[src/rtl/pll_pi_filter.sv]
// PI loop filter for the ADPLL: PFD up/down pulses in, DCO tuning word out.
// Clamped anti-windup integrator; a window-based lock monitor selects acquire or track gains.
module pll_pi_filter #(
  parameter int unsigned     FTW_W    = 32,
  parameter int unsigned     INT_W    = 40,
  parameter longint unsigned INIT_FTW = 64'd42949673,
  parameter int              KP_ACQ   = 1000,
  parameter int              KI_ACQ   = 10,
  parameter int              KP_TRK   = 250,
  parameter int              KI_TRK   = 2,
  parameter longint unsigned FTW_MIN  = 64'd0,
  parameter longint unsigned FTW_MAX  = (64'd1 << FTW_W) - 64'd1,
  parameter int unsigned     LOCK_WIN = 1024,
  parameter int unsigned     LOCK_TOL = 4,
  parameter int unsigned     LOCK_N   = 8
) (
  input  logic             clk,
  input  logic             rst_n,
  input  logic             up,
  input  logic             down,
  input  logic             hold,
  input  logic             clear,
  output logic [FTW_W-1:0] tuning_word,
  output logic             locked,
  output logic             mode,
  output logic             saturated
);

  localparam int unsigned AW     = INT_W + 2;
  localparam int unsigned WIN_W  = (LOCK_WIN > 1) ? $clog2(LOCK_WIN) : 1;
  localparam int unsigned ERR_W  = $clog2(LOCK_WIN + 1);
  localparam int unsigned GOOD_W = $clog2(LOCK_N + 1);

  typedef logic signed [AW-1:0] acc_t;

  localparam acc_t INIT_S = acc_t'(INIT_FTW);
  localparam acc_t MIN_S  = acc_t'(FTW_MIN);
  localparam acc_t MAX_S  = acc_t'(FTW_MAX);
  localparam acc_t IMIN_S = MIN_S - INIT_S;
  localparam acc_t IMAX_S = MAX_S - INIT_S;
  localparam acc_t KPA_S  = acc_t'(KP_ACQ);
  localparam acc_t KIA_S  = acc_t'(KI_ACQ);
  localparam acc_t KPT_S  = acc_t'(KP_TRK);
  localparam acc_t KIT_S  = acc_t'(KI_TRK);

  typedef enum logic {ST_ACQ, ST_TRK} state_t;

  state_t                    state;
  logic signed [INT_W-1:0]   integ;
  logic        [WIN_W-1:0]   win_cnt;
  logic        [ERR_W-1:0]   err_cnt;
  logic        [GOOD_W-1:0]  good_cnt;

  logic                      err_p;
  logic                      err_n;
  acc_t                      kp;
  acc_t                      ki;
  acc_t                      integ_sum;
  acc_t                      integ_nxt;
  acc_t                      raw;
  acc_t                      ftw_nxt;
  logic                      sat_nxt;
  logic                      win_end;
  logic                      win_good;
  logic        [ERR_W-1:0]   err_tot;
  logic        [GOOD_W-1:0]  good_inc;

  // Datapath: integrator is clamped before the proportional term is added,
  // so the stored state never winds past what the output range can use.
  always_comb begin
    err_p     = up & ~down;
    err_n     = down & ~up;
    kp        = mode ? KPT_S : KPA_S;
    ki        = mode ? KIT_S : KIA_S;
    integ_sum = acc_t'(integ);
    if (err_p)
      integ_sum = integ_sum + ki;
    else if (err_n)
      integ_sum = integ_sum - ki;
    if (integ_sum < IMIN_S)
      integ_nxt = IMIN_S;
    else if (integ_sum > IMAX_S)
      integ_nxt = IMAX_S;
    else
      integ_nxt = integ_sum;
    raw = INIT_S + integ_nxt;
    if (err_p)
      raw = raw + kp;
    else if (err_n)
      raw = raw - kp;
    if (raw < MIN_S)
      ftw_nxt = MIN_S;
    else if (raw > MAX_S)
      ftw_nxt = MAX_S;
    else
      ftw_nxt = raw;
    sat_nxt = (raw != ftw_nxt);
  end

  // Lock monitor decode; the window-end verdict includes the current cycle's error.
  always_comb begin
    win_end  = (win_cnt == WIN_W'(LOCK_WIN - 1));
    err_tot  = err_cnt + ERR_W'(err_p | err_n);
    win_good = (32'(err_tot) <= LOCK_TOL);
    good_inc = (good_cnt == GOOD_W'(LOCK_N)) ? good_cnt : good_cnt + GOOD_W'(1);
  end

  always_ff @(posedge clk or negedge rst_n) begin
    if (!rst_n) begin
      state       <= ST_ACQ;
      integ       <= '0;
      tuning_word <= FTW_W'(INIT_FTW);
      saturated   <= 1'b0;
      locked      <= 1'b0;
      mode        <= 1'b0;
      win_cnt     <= '0;
      err_cnt     <= '0;
      good_cnt    <= '0;
    end else if (clear) begin
      state       <= ST_ACQ;
      integ       <= '0;
      tuning_word <= FTW_W'(INIT_FTW);
      saturated   <= 1'b0;
      locked      <= 1'b0;
      mode        <= 1'b0;
      win_cnt     <= '0;
      err_cnt     <= '0;
      good_cnt    <= '0;
    end else if (!hold) begin
      integ       <= integ_nxt[INT_W-1:0];
      tuning_word <= ftw_nxt[FTW_W-1:0];
      saturated   <= sat_nxt;
      if (win_end) begin
        win_cnt <= '0;
        err_cnt <= '0;
        if (win_good) begin
          good_cnt <= good_inc;
          if (state == ST_ACQ && good_inc == GOOD_W'(LOCK_N)) begin
            state  <= ST_TRK;
            locked <= 1'b1;
            mode   <= 1'b1;
          end
        end else begin
          good_cnt <= '0;
          state    <= ST_ACQ;
          locked   <= 1'b0;
          mode     <= 1'b0;
        end
      end else begin
        win_cnt <= win_cnt + WIN_W'(1);
        err_cnt <= err_tot;
      end
    end
  end

endmodule
[config.mk]
export PLATFORM = sky130hd
export DESIGN_NAME = pll_pi_filter
export DESIGN_NICKNAME = d
export VERILOG_FILES = /design/src/rtl/pll_pi_filter.sv
export SDC_FILE = /design/constraint.sdc
export NUM_CORES = 1
export LEC_CHECK = 0
export ABC_AREA = 0
export CAP_MARGIN = 20
export CORE_MARGIN = 2
export CORE_UTILIZATION = 45
export DETAILED_ROUTE_END_ITERATION = 10
export GPL_ROUTABILITY_DRIVEN = 0
export GPL_TIMING_DRIVEN = 1
export PLACE_DENSITY_LB_ADDON = 0.3
export REMOVE_ABC_BUFFERS = 1
export SETUP_SLACK_MARGIN = 0.2
export SLEW_MARGIN = 20
export SYNTH_ARGS = -nofsm -noshare
export SYNTH_HDL_FRONTEND = slang
export SYNTH_SLANG_ARGS = --single-unit
[constraint.sdc]
create_clock -name clk -period 18.2 [get_ports clk]
set_input_delay 2.73 -clock clk [delete_from_list [all_inputs] [get_ports clk]]
set_output_delay 2.73 -clock clk [all_outputs]
set_load 0.005 [all_outputs]
==> results_dict.tcl <==
set metrics [dict create \
    status "finished, final reports clean" \
    tightestPinTransition_ns 1.024 \
    ff2ff_path_depth 35 \
    timing.rr.start "state" \
    clk_pin_slew_worst_paths_ns 0.08 \
    fin_crit_ns 13.36 \
    finalNonFillerCells 1826 \
    crit_top_cell "ha_1" \
    ys.flop_type "dfrtp_1" \
    dieArea_um2 26450 \
    syn-cell-area_um2 11320 \
    timing.final.hold_violations 0 \
    cts_setup_buffers 0 \
    grt_max_degree 69 \
    slowest_delay_ns 0.79 \
    final_max_slew_viol_count 0 \
    firstDrtPassIters 7 \
    synth_edf_count 0 \
    seqCellArea_um2 2494 \
    clk_path_buf_depth 2 \
    die_h_um 162.6 \
    async_reset_ff_share_pct 100.0 \
    antenna_cells 0 \
    synthesis.instances 1527 \
    cts_tree "built" \
    r2r-end "tuning_word[13]" \
    crit_required_ns 18.43 \
    crit_arrival_ns 13.58 \
    synth_cell_type_count 109 \
    cts_resized 0 \
    antenna_found_initial 0 \
    drc 0 \
    max_cap_viol_count 0 \
    hp-class "flop to flop" \
    die_w_um 162.6 \
    port-buffer-count 40 \
    cts_buffers 9 \
    initial_core_util_pct 45.36 \
    dp.cells 1810 \
    rows 58 \
    num-nets-final 1520 \
    ys_top_cells_by_count "nor2_1, nand2_1, a21oi_1" \
    r2r_slack_ns 6.83 \
    wl_um 38500 \
    seq_area_frac_synth_pct 22.02 \
    hold_end "err_cnt[0]" \
    cp_slowest_cell "ha_1" \
    ys_ff_latch 99 \
    grt_usage_pct 29.05 \
    postCtsHoldBufs 0 \
    synth_most_common_cell "nor2_1" \
    drtIter0Drc 1277 \
    grt_setup_unrepaired "false" \
    vias 12400 \
    finalClockSkew_ns 0.01563 \
    fillers 2518 \
    crit_fanout 33 \
    end_kind "flop" \
    grt_pass1_wl_um 61930 \
    core_um2 24960 \
    ys.warnings.count 0 \
    path_buf_inv 5 \
    min_path_cells 2 \
    startpoint_type "input port" \
    ant_nets 0 \
    synth_top_cell_by_area "dfrtp_1" \
    place_hpwl_um 28110 \
    synth_top_area_share_pct 19.00 \
    hp-start "err_cnt[0]" \
    cpLargestDelayFamily "simple AND/OR/NAND/NOR gates" \
    max_freq_ghz 0.07487 \
    overflow 0 \
    critPathKind "input port to flop" \
    root_buffer "clkbuf_16" \
    cts_max_level 3 \
    finalCritPeriodShare_pct 73.39 \
    layout-drive-gt1-share_pct 8.021 \
    maxSlewHeadroom_pct 31.58 \
    setup_slack_ns 4.843 \
    syn_area_per_cell_um2 7.416 \
    via_per_inst 6.791 \
    yosys-top-cells-area "dfrtp_1, a21oi_1, nor2_1" \
    clock_latency_ns 0.37 \
    clock-sinks 99 \
    areaGrowthSynthToFinish_pct 6.828 \
    routedWlPerCell_um 21.09 \
    setup_tns_ns 0 \
    preCtsSetupSlack_ns 4.812 \
    io_pins 41 \
    multi_input_area_um2 8207 \
    grt_pass1_vias 11710 \
    holdWs_ns 0.4989 \
    setup_violations 0 \
]
==> registers in the layout (all words and copies together), names as in the netlist <==
register     flops
good_cnt         4
state            1
win_cnt         10
err_cnt         11
tuning_word     32
saturated        1
integ           40
==> worst register-to-register path: cells and delay by family (launching register included) <==
| kind | cells | cell delay [ns] |
|---|---|---|
| AND/OR/NAND/NOR | 13 | 3.33 |
| AO/OA/AOI/OAI | 12 | 3.30 |
| XOR/XNOR | 1 | 0.21 |
| multiplexers | 1 | 0.31 |
| adder cells (fa/ha/maj) | 3 | 1.62 |
| flip-flops | 1 | 0.66 |
| buffers and inverters | 5 | 1.80 |
==> placed cells by master, fill, tap and decap left out, types with 15 or more instances in the layout <==
cell | Yosys | final
a211oi_1 | 29 | 29
a21o_1 | 26 | 26
a21oi_1 | 122 | 122
a31oi_1 | 50 | 50
a32oi_1 | 15 | 15
and2_1 | 17 | 17
and3_1 | 20 | 20
buf_4 | 13 | 20
clkdlybuf4s50_1 | 0 | 37
dfrtp_1 | 86 | 86
ha_1 | 23 | 23
inv_1 | 35 | 35
nand2_1 | 134 | 134
nand3_1 | 69 | 69
nand4_1 | 33 | 33
nor2_1 | 154 | 154
nor3_1 | 74 | 74
nor4_1 | 40 | 39
o21ai_0 | 64 | 64
o31ai_1 | 23 | 23
or3_1 | 29 | 29
xnor2_1 | 64 | 64
xor2_1 | 30 | 30
==> metrics by stage <==
stage / instance area, µm² / utilization (%)
6_report: 12100 / 48.46
5_1_grt: 12100 / 48.46
3_3_place_gp: 11780 / 47.17
4_1_cts: 12090 / 48.44
2_1_floorplan: 10830 / -
3_5_place_dp: 11780 / 47.17
==> area by class of cell <==
cell class | count | area share [%]
tap | 330 | 3.413
multi-input combinational | 1285 | 67.84
sequential | 99 | 20.61
clock buffer | 9 | 1.862
timing repair buffer | 58 | 4.344
clock inverter | 7 | 0.7550
inverter | 38 | 1.179
==> layer usage <==
layer	GRT usage (%)	routed length, µm	vias to the layer above
met3	7.181	3702	168
li1	-	-	5703
met5	0	0	-
met2	45.45	17000	677
met4	15.65	2033	0
met1	36.91	15770	5852
==> cell families after synthesis <==
| logic type | count (synthesis) | share of synthesized area [%] |
|---|---|---|
| fa+ha+maj | 23 | 2.541 |
| mux | 15 | 1.359 |
| buf+inv | 143 | 5.635 |
| xor+xnor | 96 | 7.557 |
| flops | 99 | 22.02 |
| compound gates | 468 | 28.44 |
| simple gates | 683 | 32.45 |
==> worst max-delay path by stage <==
stage / startpoint / endpoint / slack, ns / cells past startpoint
after floorplan: down / saturated / 5.58 / 33
after global placement: up / tuning_word[2] / 5.18 / 35
after detailed placement: down / tuning_word[22] / 4.81 / 34
after CTS: down / tuning_word[22] / 5.19 / 34
after global routing: down / tuning_word[24] / 4.04 / 34
final: down / tuning_word[13] / 4.84 / 34
Power is left out: the tool's default activity adds up to more than one toggle a clock period on the data nets, which glitch-free logic cannot reach.
==> RTL change: new RTL, same settings <==
Register the inputs `up`, `down`, `hold` and `clear` before use, without a reset. The logic sees them one clock later.
--- a/src/rtl/pll_pi_filter.sv
+++ b/src/rtl/pll_pi_filter.sv
@@ -45,6 +45,18 @@
 
   typedef enum logic {ST_ACQ, ST_TRK} state_t;
 
+  logic up_q;
+  logic down_q;
+  logic hold_q;
+  logic clear_q;
+
+  always_ff @(posedge clk) begin
+    up_q    <= up;
+    down_q  <= down;
+    hold_q  <= hold;
+    clear_q <= clear;
+  end
+
   state_t                    state;
   logic signed [INT_W-1:0]   integ;
   logic        [WIN_W-1:0]   win_cnt;
@@ -68,8 +80,8 @@
   // Datapath: integrator is clamped before the proportional term is added,
   // so the stored state never winds past what the output range can use.
   always_comb begin
-    err_p     = up & ~down;
-    err_n     = down & ~up;
+    err_p     = up_q & ~down_q;
+    err_n     = down_q & ~up_q;
     kp        = mode ? KPT_S : KPA_S;
     ki        = mode ? KIT_S : KIA_S;
     integ_sum = acc_t'(integ);
@@ -116,7 +128,7 @@
       win_cnt     <= '0;
       err_cnt     <= '0;
       good_cnt    <= '0;
-    end else if (clear) begin
+    end else if (clear_q) begin
       state       <= ST_ACQ;
       integ       <= '0;
       tuning_word <= FTW_W'(INIT_FTW);
@@ -126,7 +138,7 @@
       win_cnt     <= '0;
       err_cnt     <= '0;
       good_cnt    <= '0;
-    end else if (!hold) begin
+    end else if (!hold_q) begin
       integ       <= integ_nxt[INT_W-1:0];
       tuning_word <= ftw_nxt[FTW_W-1:0];
       saturated   <= sat_nxt;
Check against the original RTL: not equivalent (Yosys sat finds a counterexample within 4 cycles, from zero or initial values and one cycle with rst_n low).
==> RTL change against the original RTL <==
Cell area decreased by 4.3%; worst setup slack improved by 2.5 ns; area after synthesis fell by 4.4%; worst hold slack gained 0.0018 ns; sequential cell count is 4 higher; wire length shrank 7.6%; register-to-register slack improved by 0.48 ns; critical path type is now reg -> reg.
Power is left out: it rests on default switching activity, and per cell area and clock period it moved more than threefold.
==> RTL change: results (changes against the original RTL) <==
clock root cell -> clkbuf_16
CP max FO -> 28 (-15%)
Crit path depth -> 32 (-5.9%)
critical path arrival -> 11.12 ns (-2.46 ns)
Clock Sink Count -> 103 (+4.0%)
vias in the first global route -> 10503 (-10%)
top flop regs -> integ x40, tuning_word x32, err_cnt x11
total number of vias -> 11873 (-4.3%)
Total GRT Usage -> 27.2% (-1.8 points)
DP Worst Slack -> 7.60 ns (+2.78 ns)
drt initial violations -> 2158 (+69%)
post-DP HPWL -> 26.0 mm (-7.4%)
first-pass GRT wire length -> 57.3 mm (-7.5%)
CLK BUF -> 9 (unchanged)
post-route ant nets -> 0 (unchanged)
WL per Instance -> 20.3 µm (-3.5%)
Clock-cell share -> 2.73% (+0.12 points)
Post-Synth Adder-Cell Area -> 2.75% (+0.21 points)
layout cell share with drive strength beyond 1 -> 6.71% (-1.3 points)
drt pass-1 iters -> 9 (+2)
final wirelength -> 35.6 mm (-7.6%)
synth cell count leaders -> nor2_1 (147), nand2_1 (138), o21ai_0 (115)
Multi-In Gates -> 1232 (-4.1%)
Synth Area in XOR/XNOR -> 8.41% (+0.85 points)
crit path capture -> saturated
final worst slack -> 7.31 ns (+2.47 ns)
sequential cell area share -> 22.2% (+1.6 points)
Layout non-clock buf frac -> 4.28% (-0.066 points)
sequential area share after synthesis -> 23.8% (+1.7 points)
Slowest-stage cell, CP -> or4_1
invs w/o clock -> 26 (-32%)
Multi-input gate area -> 0.00770 mm² (-6.2%)
ys async rst share -> 96.1% (-3.9 points)
Buffers, non-clock -> 53 (-8.6%)
Worst path max stage delay -> 0.74 ns (-0.05 ns)
worst reg2reg path depth -> 32 (-8.6%)
Reg clk slew, reported paths -> 0.08 ns (about the same)
Compound-Gate Fraction of Synth Area -> 27.5% (-0.94 points)
initial antenna violation count -> 0 (unchanged)
min-delay src -> err_cnt[0]
warnings from Yosys -> 0 (unchanged)
clk_skew -> 0.0117 ns (-0.00393 ns)
FILL cells -> 2328 (-7.5%)
Synth Instances -> 1464 (-4.1%)
largest net degree at the start of global routing -> 67 (-2.9%)
beginning of the critical path -> up_q
Cells after DPL -> 1733 (-4.3%)
multiplexer area fraction after synthesis -> 0.762% (-0.60 points)
ranking of synthesized cells by area -> dfrtp_1 (20%), xnor2_1 (5.7%), o21ai_0 (5.3%)
Tightest Pin Transition -> 0.975 ns (-0.0492 ns)
outcome -> finished, final reports clean
Netlist cell types -> 93 (-15%)
-- RTL change: changes by cell type after synthesis, moves of 9 or more --
cell      unedited run  this run
a211oi_1            29        11
a21o_1              26        12
a21oi_1            122        77
a221o_1              2        19
a221oi_1            12         2
a22oi_1              4        13
a311oi_1             2        16
a31oi_1             50        32
a32oi_1             15         6
inv_1               35        25
o21ai_0             64       115
o21ai_1             12         3
o22ai_1              9        21
or4_1               11        22
-- RTL change: routing by layer --
metal,share of wire (%),up-vias,GRT usage [%]
li1,-,5466,-
met1,44,5536,39.5
met2,42,771,40.6
met3,11,100,5.29
met4,3.2,0,8.84
met5,0,-,0
-- RTL change: cells by family (layout without fill, tap and decap cells) --
family | Yosys count | count (layout)
flip-flops | 103 | 103
adder cells (fa/ha/maj) | 24 | 24
XOR/XNOR | 104 | 104
multiplexers | 8 | 8
AO/OA/AOI/OAI | 441 | 441
AND/OR/NAND/NOR | 655 | 655
buffers and inverters | 129 | 95
-- RTL change: worst min path at each step --
stage	endpoint	slack, ns
finish	err_cnt[0]	0.50
global route	tuning_word[24]	0.54
CTS	err_cnt[0]	0.51
detailed placement	err_cnt[0]	0.49
global placement	err_cnt[0]	0.47
floorplan	err_cnt[0]	0.46
-- RTL change: per-stage QoR --
stage               instance area [µm²]  util (%)
floorplan                         10400         -
global placement                  11300      47.8
detailed placement                11300      47.8
CTS                               11600      49.2
global route                      11600      49.2
finish                            11600      49.2
-- RTL change: worst reg2reg max path, delay by kind of cell (launching register included) --
kind                       cells  cell delay, ns
AOI/OAI and AO/OA             14            3.54
adders and majority gates      3            1.56
xor gates and xnor gates       3            0.41
DFF                            1            0.32
and+or+nand+nor               10            4.52
buffers and inverters          2            0.37
